### src/rtl/uart_pkg.sv
// uart_pkg: shared UART frame constants, state encoding and parity helper.
package uart_pkg;
  localparam int DATA_BITS            = 8;
  localparam int FRAME_BITS           = 11;
  localparam int DEFAULT_CLKS_PER_BIT = 16;
  typedef enum logic [2:0] {IDLE, START, DATA, PARITY, STOP} uart_state_e;
  function automatic logic even_parity(input logic [DATA_BITS-1:0] d);
    return ^d;
  endfunction
endpackage

### src/rtl/uart_baud_tick.sv
// uart_baud_tick: counts 0..CLKS_PER_BIT-1 and flags the last cycle of each bit.
module uart_baud_tick #(
  parameter int CLKS_PER_BIT = 16
) (
  input  logic clk,
  input  logic rst_n,
  input  logic restart,
  output logic bit_end
);
  localparam int W = (CLKS_PER_BIT > 1) ? $clog2(CLKS_PER_BIT) : 1;
  logic [W-1:0] cnt_q, cnt_d;
  assign bit_end = cnt_q == W'(CLKS_PER_BIT - 1);
  always_comb cnt_d = (restart || bit_end) ? '0 : cnt_q + 1'b1;
  always_ff @(posedge clk or negedge rst_n)
    if (!rst_n) cnt_q <= '0;
    else        cnt_q <= cnt_d;
endmodule

### src/rtl/uart_tx.sv
// uart_tx: 8E1 UART transmitter with a valid/ready byte input and registered line output.
// Define UART_TX_TWO_STOP_EN to send two stop bits (12-bit frame).
module uart_tx
  import uart_pkg::*;
#(
  parameter int CLKS_PER_BIT = DEFAULT_CLKS_PER_BIT
) (
  input  logic                 clk,
  input  logic                 rst_n,
  input  logic [DATA_BITS-1:0] tx_data,
  input  logic                 tx_valid,
  output logic                 tx_ready,
  output logic                 tx,
  output logic                 tx_busy,
  output logic                 tx_done
);
`ifdef UART_TX_TWO_STOP_EN
  localparam int STOP_BITS = 2;
`else
  localparam int STOP_BITS = 1;
`endif
  uart_state_e          state_q, state_d;
  logic [DATA_BITS-1:0] shift_q, shift_d;
  logic [2:0]           idx_q, idx_d;
  logic                 par_q, par_d;
  logic                 tx_q, tx_d;
  logic                 bit_end;
  uart_baud_tick #(.CLKS_PER_BIT(CLKS_PER_BIT)) u_tick (
    .clk     (clk),
    .rst_n   (rst_n),
    .restart (state_q == IDLE),
    .bit_end (bit_end)
  );
  assign tx_ready = state_q == IDLE;
  assign tx_busy  = state_q != IDLE;
  assign tx       = tx_q;
  assign tx_done  = state_q == STOP && bit_end && idx_q == 3'(STOP_BITS - 1);
  always_comb begin
    state_d = state_q;
    shift_d = shift_q;
    idx_d   = idx_q;
    par_d   = par_q;
    unique case (state_q)
      IDLE: if (tx_valid) begin
        shift_d = tx_data;
        par_d   = even_parity(tx_data);
        idx_d   = '0;
        state_d = START;
      end
      START: if (bit_end) state_d = DATA;
      DATA: if (bit_end) begin
        shift_d = shift_q >> 1;
        idx_d   = idx_q + 1'b1;
        state_d = idx_q == 3'(DATA_BITS - 1) ? PARITY : DATA;
      end
      PARITY: if (bit_end) begin
        idx_d   = '0;
        state_d = STOP;
      end
      STOP: if (bit_end) begin
        idx_d   = tx_done ? 3'd0 : idx_q + 1'b1;
        state_d = tx_done ? IDLE : STOP;
      end
      default: state_d = IDLE;
    endcase
    // Line value is computed from the next state so tx leaves a flop aligned with the state.
    tx_d = state_d == START  ? 1'b0 :
           state_d == DATA   ? shift_d[0] :
           state_d == PARITY ? par_d : 1'b1;
  end
  always_ff @(posedge clk or negedge rst_n)
    if (!rst_n) begin
      state_q <= IDLE;
      shift_q <= '0;
      idx_q   <= '0;
      par_q   <= 1'b0;
      tx_q    <= 1'b1;
    end else begin
      state_q <= state_d;
      shift_q <= shift_d;
      idx_q   <= idx_d;
      par_q   <= par_d;
      tx_q    <= tx_d;
    end
endmodule

### config.mk
export PLATFORM = sky130hd
export DESIGN_NAME = uart_tx
export DESIGN_NICKNAME = d
export VERILOG_FILES = /design/src/rtl/uart_pkg.sv /design/src/rtl/uart_baud_tick.sv /design/src/rtl/uart_tx.sv
export SDC_FILE = /design/constraint.sdc
export NUM_CORES = 1
export LEC_CHECK = 0
export BUFFER_PORTS_ARGS = -buffer_cell sky130_fd_sc_hd__buf_2
export CORE_MARGIN = 4
export CORE_UTILIZATION = 35
export DETAILED_ROUTE_END_ITERATION = 16
export MAX_ROUTING_LAYER = met4
export PLACE_DENSITY = 0.52
export SLEW_MARGIN = 20
export SYNTH_ARGS = -nofsm -noshare
export SYNTH_HDL_FRONTEND = slang
export SYNTH_SLANG_ARGS = --single-unit
### constraint.sdc
create_clock -name clk -period 3.6 [get_ports clk]
set_input_delay 0.18 -clock clk [delete_from_list [all_inputs] [get_ports clk]]
set_output_delay 0.18 -clock clk [all_outputs]
set_load 0.005 [all_outputs]
=== After elaboration in Yosys (flattened, before gate mapping) ===
Cells that the tools add are included.

* Flip-flop bits (word level): 20
* Input port bits: 11
* Output and inout bits: 4
* Logic and storage cells: 56

* Add/subtract/negate cells: 2
* Eq/ne operators: 13
* Mux-type cells: 23
* Reductions and logical operators: 11

{| class="wikitable"
|+ Operators by type and width
! kind !! count
|-
| 3-bit 2-to-1 mux || 11
|-
| 8-bit 2-to-1 mux || 2
|-
| 8-bit one-hot mux with 2 select lines || 1
|-
| 3-bit one-hot mux with 5 select lines || 1
|-
| 3-bit by 2-bit equality test with 1-bit output (second input constant) || 4
|-
| 3-bit one-hot mux with 4 select lines || 1
|-
| 2-bit inequality test (second input constant) || 4
|-
| 8-bit parity || 1
|-
| 3-bit by 1-bit equality test with 1-bit output (second input constant) || 2
|-
| 3-bit equality test (second input constant) || 2
|-
| 3-bit zero test || 2
|-
| 1-bit 2-to-1 mux || 6
|-
| 5-bit AND reduction || 1
|-
| 4-bit by 1-bit adder with 4-bit output (second input constant) || 1
|-
| 4-bit equality test (second input constant) || 1
|-
| 4-bit 2-to-1 mux || 1
|-
| 4-bit nonzero test || 1
|-
| 3-bit by 1-bit adder with 3-bit output (second input constant) || 1
|-
| 3-bit AND reduction || 1
|-
| 3-bit nonzero test || 1
|-
| 1-bit logical AND || 2
|-
| 2-bit nonzero test || 1
|-
| 1-bit logical OR || 1
|}

=== Logic depth before layout (Yosys ltp) ===
* Word-level depth: 10
* Gate-level depth with buffers: 6
* Gate-level depth less buffers: 6

=== Cells and area by module ===
From an unflattened synthesis, not the netlist that was laid out.

* Cells, all modules: 105
* Area, all modules: 1078.5 um^2

{| class="wikitable"
|+ Modules (own cells, without submodules)
! module !! instances !! cells each !! area each (um^2)
|-
| uart_tx || 1 || 92 || 907.1
|-
| uart_baud_tick || 1 || 13 || 171.4
|}

=== Least setup slack after synthesis ===
No wires, ideal clock.

* Kind: reg-to-reg
* Start: register u_tick.cnt_q[0]
* End: register tx_q, in the netlist tx
* Library setup time: 82 ps
* Arrival: 1528 ps
* Setup slack: 1990 ps
* Stages on the path, launching flop included: 6
* Clock period less this slack: 1610 ps
* Path through: dfrtp_1 > ha_1 > and3_1 > a32o_1 > a211o_1 > mux2_2

* Word-level cells in the longest chain between the ends: 10
* Elaborated cells between the ends (all ways): 17

{| class="wikitable"
|+ Ends and longest elaborated chain
! what !! line !! RTL
|-
| start, declared || uart_baud_tick.sv:11 || <nowiki>logic [W-1:0] cnt_q, cnt_d;</nowiki>
|-
| start signal, assigned || uart_baud_tick.sv:16 || <nowiki>else cnt_q <= cnt_d;</nowiki>
|-
| 4-bit equality test * || uart_baud_tick.sv:12 || <nowiki>assign bit_end = cnt_q == W'(CLKS_PER_BIT - 1);</nowiki>
|-
| 1-bit logical AND (2 in series) || uart_tx.sv:37 || <nowiki>assign tx_done = state_q == STOP && bit_end && idx_q == 3'(STOP_BITS - 1);</nowiki>
|-
| 3-bit 2-to-1 mux || uart_tx.sv:62 || <nowiki>state_d = tx_done ? IDLE : STOP;</nowiki>
|-
| 3-bit 2-to-1 mux || uart_tx.sv:60 || <nowiki>STOP: if (bit_end) begin</nowiki>
|-
| 3-bit one-hot mux with 5 select lines || uart_tx.sv:43 || <nowiki>unique case (state_q)</nowiki>
|-
| 3-bit by 2-bit equality test with 1-bit output || uart_tx.sv:69 || <nowiki>state_d == PARITY ? par_d : 1'b1;</nowiki>
|-
| 1-bit 2-to-1 mux || uart_tx.sv:69 ||
|-
| 1-bit 2-to-1 mux || uart_tx.sv:68 || <nowiki>state_d == DATA ? shift_d[0] :</nowiki>
|-
| 1-bit 2-to-1 mux * || uart_tx.sv:67 || <nowiki>tx_d = state_d == START ? 1'b0 :</nowiki>
|-
| named net tx_d || uart_tx.sv:26 || <nowiki>logic tx_q, tx_d;</nowiki>
|-
| end signal, assigned || uart_tx.sv:83 || <nowiki>tx_q <= tx_d;</nowiki>
|-
| end, declared || uart_tx.sv:26 ||
|}

The timed path passes the listed nets; every way through them passes the cells marked *. The select of a mux whose other input is x is not followed.
A chain may end at the register's enable or synchronous reset.

=== Worst setup path after layout ===
* Start: register state_q[2]
* End: register tx_q, in the netlist tx

* Word-level cells in the longest chain between the ends: 10
* Elaborated cells between the ends (all ways): 22

{| class="wikitable"
|+ Ends and longest elaborated chain
! what !! line !! RTL
|-
| start, declared || uart_tx.sv:22 || <nowiki>uart_state_e state_q, state_d;</nowiki>
|-
| start signal, assigned || uart_tx.sv:79 || <nowiki>state_q <= state_d;</nowiki>
|-
| 3-bit equality test || uart_tx.sv:37, uart_tx.sv:43 ||
|-
| 1-bit logical AND (2 in series) || uart_tx.sv:37 ||
|-
| 3-bit 2-to-1 mux || uart_tx.sv:62 ||
|-
| 3-bit 2-to-1 mux || uart_tx.sv:60 ||
|-
| 3-bit one-hot mux with 5 select lines || uart_tx.sv:43 ||
|-
| 3-bit by 2-bit equality test with 1-bit output || uart_tx.sv:69 ||
|-
| 1-bit 2-to-1 mux || uart_tx.sv:69 ||
|-
| 1-bit 2-to-1 mux || uart_tx.sv:68 ||
|-
| 1-bit 2-to-1 mux * || uart_tx.sv:67 ||
|-
| named net tx_d || uart_tx.sv:26 ||
|}

The timed path passes the listed nets; every way through them passes the cells marked *.

==> metrics.txt <==
outcome=complete, no violations; f_max=499.0 MHz; max_slew headroom=59.34%; filler cell count in the final layout=between 200 and 300; drt pass-1 iters=4; Worst Hold End=shift_q[7]; Critical Path RT=about 3800 ps; combinational share of power=between 30% and 40%; P_leak=~0.58 nW; sequential area share after synthesis=46.04%; placed cell area=approximately 1200 um2; CP Data Arrival Time=roughly 2200 ps; Post-Place Worst Slack=1609 ps; Critical Path Fanout Max=12; Die Area=4070 um2; mapped cell area=between 1000 and 1500 um2; Skew-Pair Late Insertion Delay=300 ps; hold path depth=3; via/cell ratio=~4.8; Final min period=2004 ps; share of cells above drive strength 1=roughly a fifth; register-to-register setup slack=approximately 1600 ps; clock sinks=20; Critical path buffers and inverters=0; CP startpoint kind=register; worst hold path type=input pin to register; CP startpoint=state_q[2]; area growth from synthesis to layout=11.60%; Synth cell types=37; io pins=15; initial antenna violation count=0; internal power=0.4690 mW; vias=between 700 and 800; register area=between 500 and 600 um2; unrepaired setup endpoints after global routing=no; Seq pwr share=53.1%; final total power=0.7274 mW; sw frac=a little over a third; Synth Warn #=0; RR Endpoint=tx; Worst VDD drop=0.2033 mV; Core Area=2877 um2; first-pass GRT wire length=about 3500 um; clock network fraction of total power=around 15%; Final nets=approximately 140; Synth area leader=dfrtp_1; GRT Util Overall=~11%; GRT Residual Overflow=0; cell area after layout=1216 um2; commonest cells after routing, fill and taps aside=dfrtp_1 (19), nand2_1 (15), buf_2 (14); area of the multi-input gates=around 540 um2; Crit path depth=4; TritonCTS clock tree=done; drt initial violations=66; max-cap viol count=0; pwr/cell area=598.1 nW/um2; CTS root buf=clkbuf_4; Critical Path, Cell by Cell=nor4b_4, a21oi_2, a211o_1, mux2_2; clk slew on worst S/H paths=approximately 120 ps; hold wc startpoint=tx_data[7]; vias in the first global route=approximately 780; largest net degree at the start of global routing=21; CTS H-tree lvls=1; Fin. Hold Viols=0; setup TNS=0 ps; clock buffer depth=2; worst reg2reg path depth=4; hpwl dp=1479 um; diodes inserted=0; cts hold-fix bufs=1; Worst Skew=slightly below 10 ps; Crit path max-delay family=simple AND/OR/NAND/NOR gates; switching power=between 0.2 and 0.3 mW; Port Buffers=14; Post-Route WL=between 1500 and 2000 um; CTS Buf Count=3; CP peak stage delay=roughly 650 ps; syn nets=~120; CP Class=register to register; largest cells by area after synthesis=dfrtp_1 (44%), xnor2_1 (6.4%), nand2_1 (5.2%), ha_1 (4.6%), a22oi_1 (4.1%); Core Rows=19; Yosys top cell area share=~44%; setup bufs post-CTS=0; Avg WL per Cell=12.01 um; Cells after Synth=around 110; Post-DRT Antenna Nets=0; Avg Cell Area, Syn=between 10 and 15 um2; slowest CP cell=nor4b_4; CP Capture Type=register; Die Y=63.80 um; FF+latch count, synth=20; RD Place Congestion=about 0.75; detailed-route DRC error count=0; worst r2r src=state_q[2]; initial core utilization=between 30 and 40%; final setup vio count=0; Least-Margin Pin Slew=about 610 ps; post-cts resize count=0; final period utilization=approximately 56%; setup slack after layout=between 1500 and 2000 ps; Slew Limit Fails=0; most common cell after layout, fill and taps aside=dfrtp_1; Core Util, Final=42.28%; Die Width=63.80 um
cells in the mapped netlist:
| cell | instances |
|---|---|
| dfrtp_1 | 19 |
| nand2_1 | 15 |
| nor2_1 | 8 |
| xnor2_1 | 8 |
| a22oi_1 | 6 |
| inv_1 | 5 |
| ha_1 | 4 |
| a21oi_1 | 3 |
| nor2b_1 | 3 |
| nor3_1 | 3 |
| a22o_1 | 2 |
| and3_1 | 2 |
| buf_2 | 2 |
| mux2_2 | 2 |
| nand2b_1 | 2 |
| nand3_1 | 2 |
| a211o_1 | 1 |
| a21o_1 | 1 |
| a21oi_2 | 1 |
| a311oi_1 | 1 |
| a31oi_1 | 1 |
| a32o_1 | 1 |
| and2_1 | 1 |
| and4_1 | 1 |
| buf_4 | 1 |
| buf_6 | 1 |
| clkbuf_1 | 1 |
| dfstp_2 | 1 |
| mux2i_1 | 1 |
| nand4_1 | 1 |
| nor3b_4 | 1 |
| nor4b_4 | 1 |
| o21ai_0 | 1 |
| o32ai_1 | 1 |
| or3_1 | 1 |
| or3b_1 | 1 |
| xor2_1 | 1 |
worst min-delay path, cell delays in order:
cell and delay, ps:
buf_2 90, nand2_1 40, o21ai_0 70
worst max path at each step:
stage | end | slack [ps]
5_1_grt | tx | 1440
4_1_cts | tx | 1590
3_5_place_dp | tx | 1610
6_report | tx | 1600
2_1_floorplan | tx | 1990
3_3_place_gp | tx | 1630
kinds of logic after synthesis:
family	synth area share, %
AND/OR/NAND/NOR	21.47
flip-flops	46.04
AO/OA/AOI/OAI	12.97
buffers and inverters	4.707
XOR/XNOR	7.233
adder cells (fa/ha/maj)	4.593
multiplexers	2.985
flip-flops by register name, indices dropped and copies added, names as in the netlist:
name,cells
tx,1
u_tick.cnt_q,4
state_q,3
shift_q,8
idx_q,3
par_q,1
cell type report:
class | instances | share of cell area [%]
Timing Repair Buffer | 15 | 6.584
Sequential cell | 20 | 41.26
Clock buffer | 4 | 2.160
Multi-Input combinational cell | 77 | 44.14
Inverter | 5 | 1.543
Tap cell | 42 | 4.321
per-layer routing:
layer	GRT usage (%)	vias to the layer above	routed length, um
met5	-	-	0
li1	-	398	-
met4	3.235	0	14
met2	17.55	20	892
met1	13.85	357	977
met3	2.627	2	73
power by group through the flow:
stage | Sequential [mW] | Combinational [mW] | Clock, mW
floorplan | 0.362 | 0.207 | 0
global placement | 0.390 | 0.226 | 0
detailed placement | 0.390 | 0.229 | 0
CTS | 0.386 | 0.233 | 0.118
global route | 0.400 | 0.266 | 0.129
finish | 0.386 | 0.229 | 0.112
per-stage QoR:
stage          std cells  hold WS, ps
2_1_floorplan        107       -115.6
3_3_place_gp         158        157.7
3_5_place_dp         158        167.6
4_1_cts              163        120.3
5_1_grt              163        122.6
6_report             163        126.9
No activity file was read; power rests on OpenSTA's default activity.
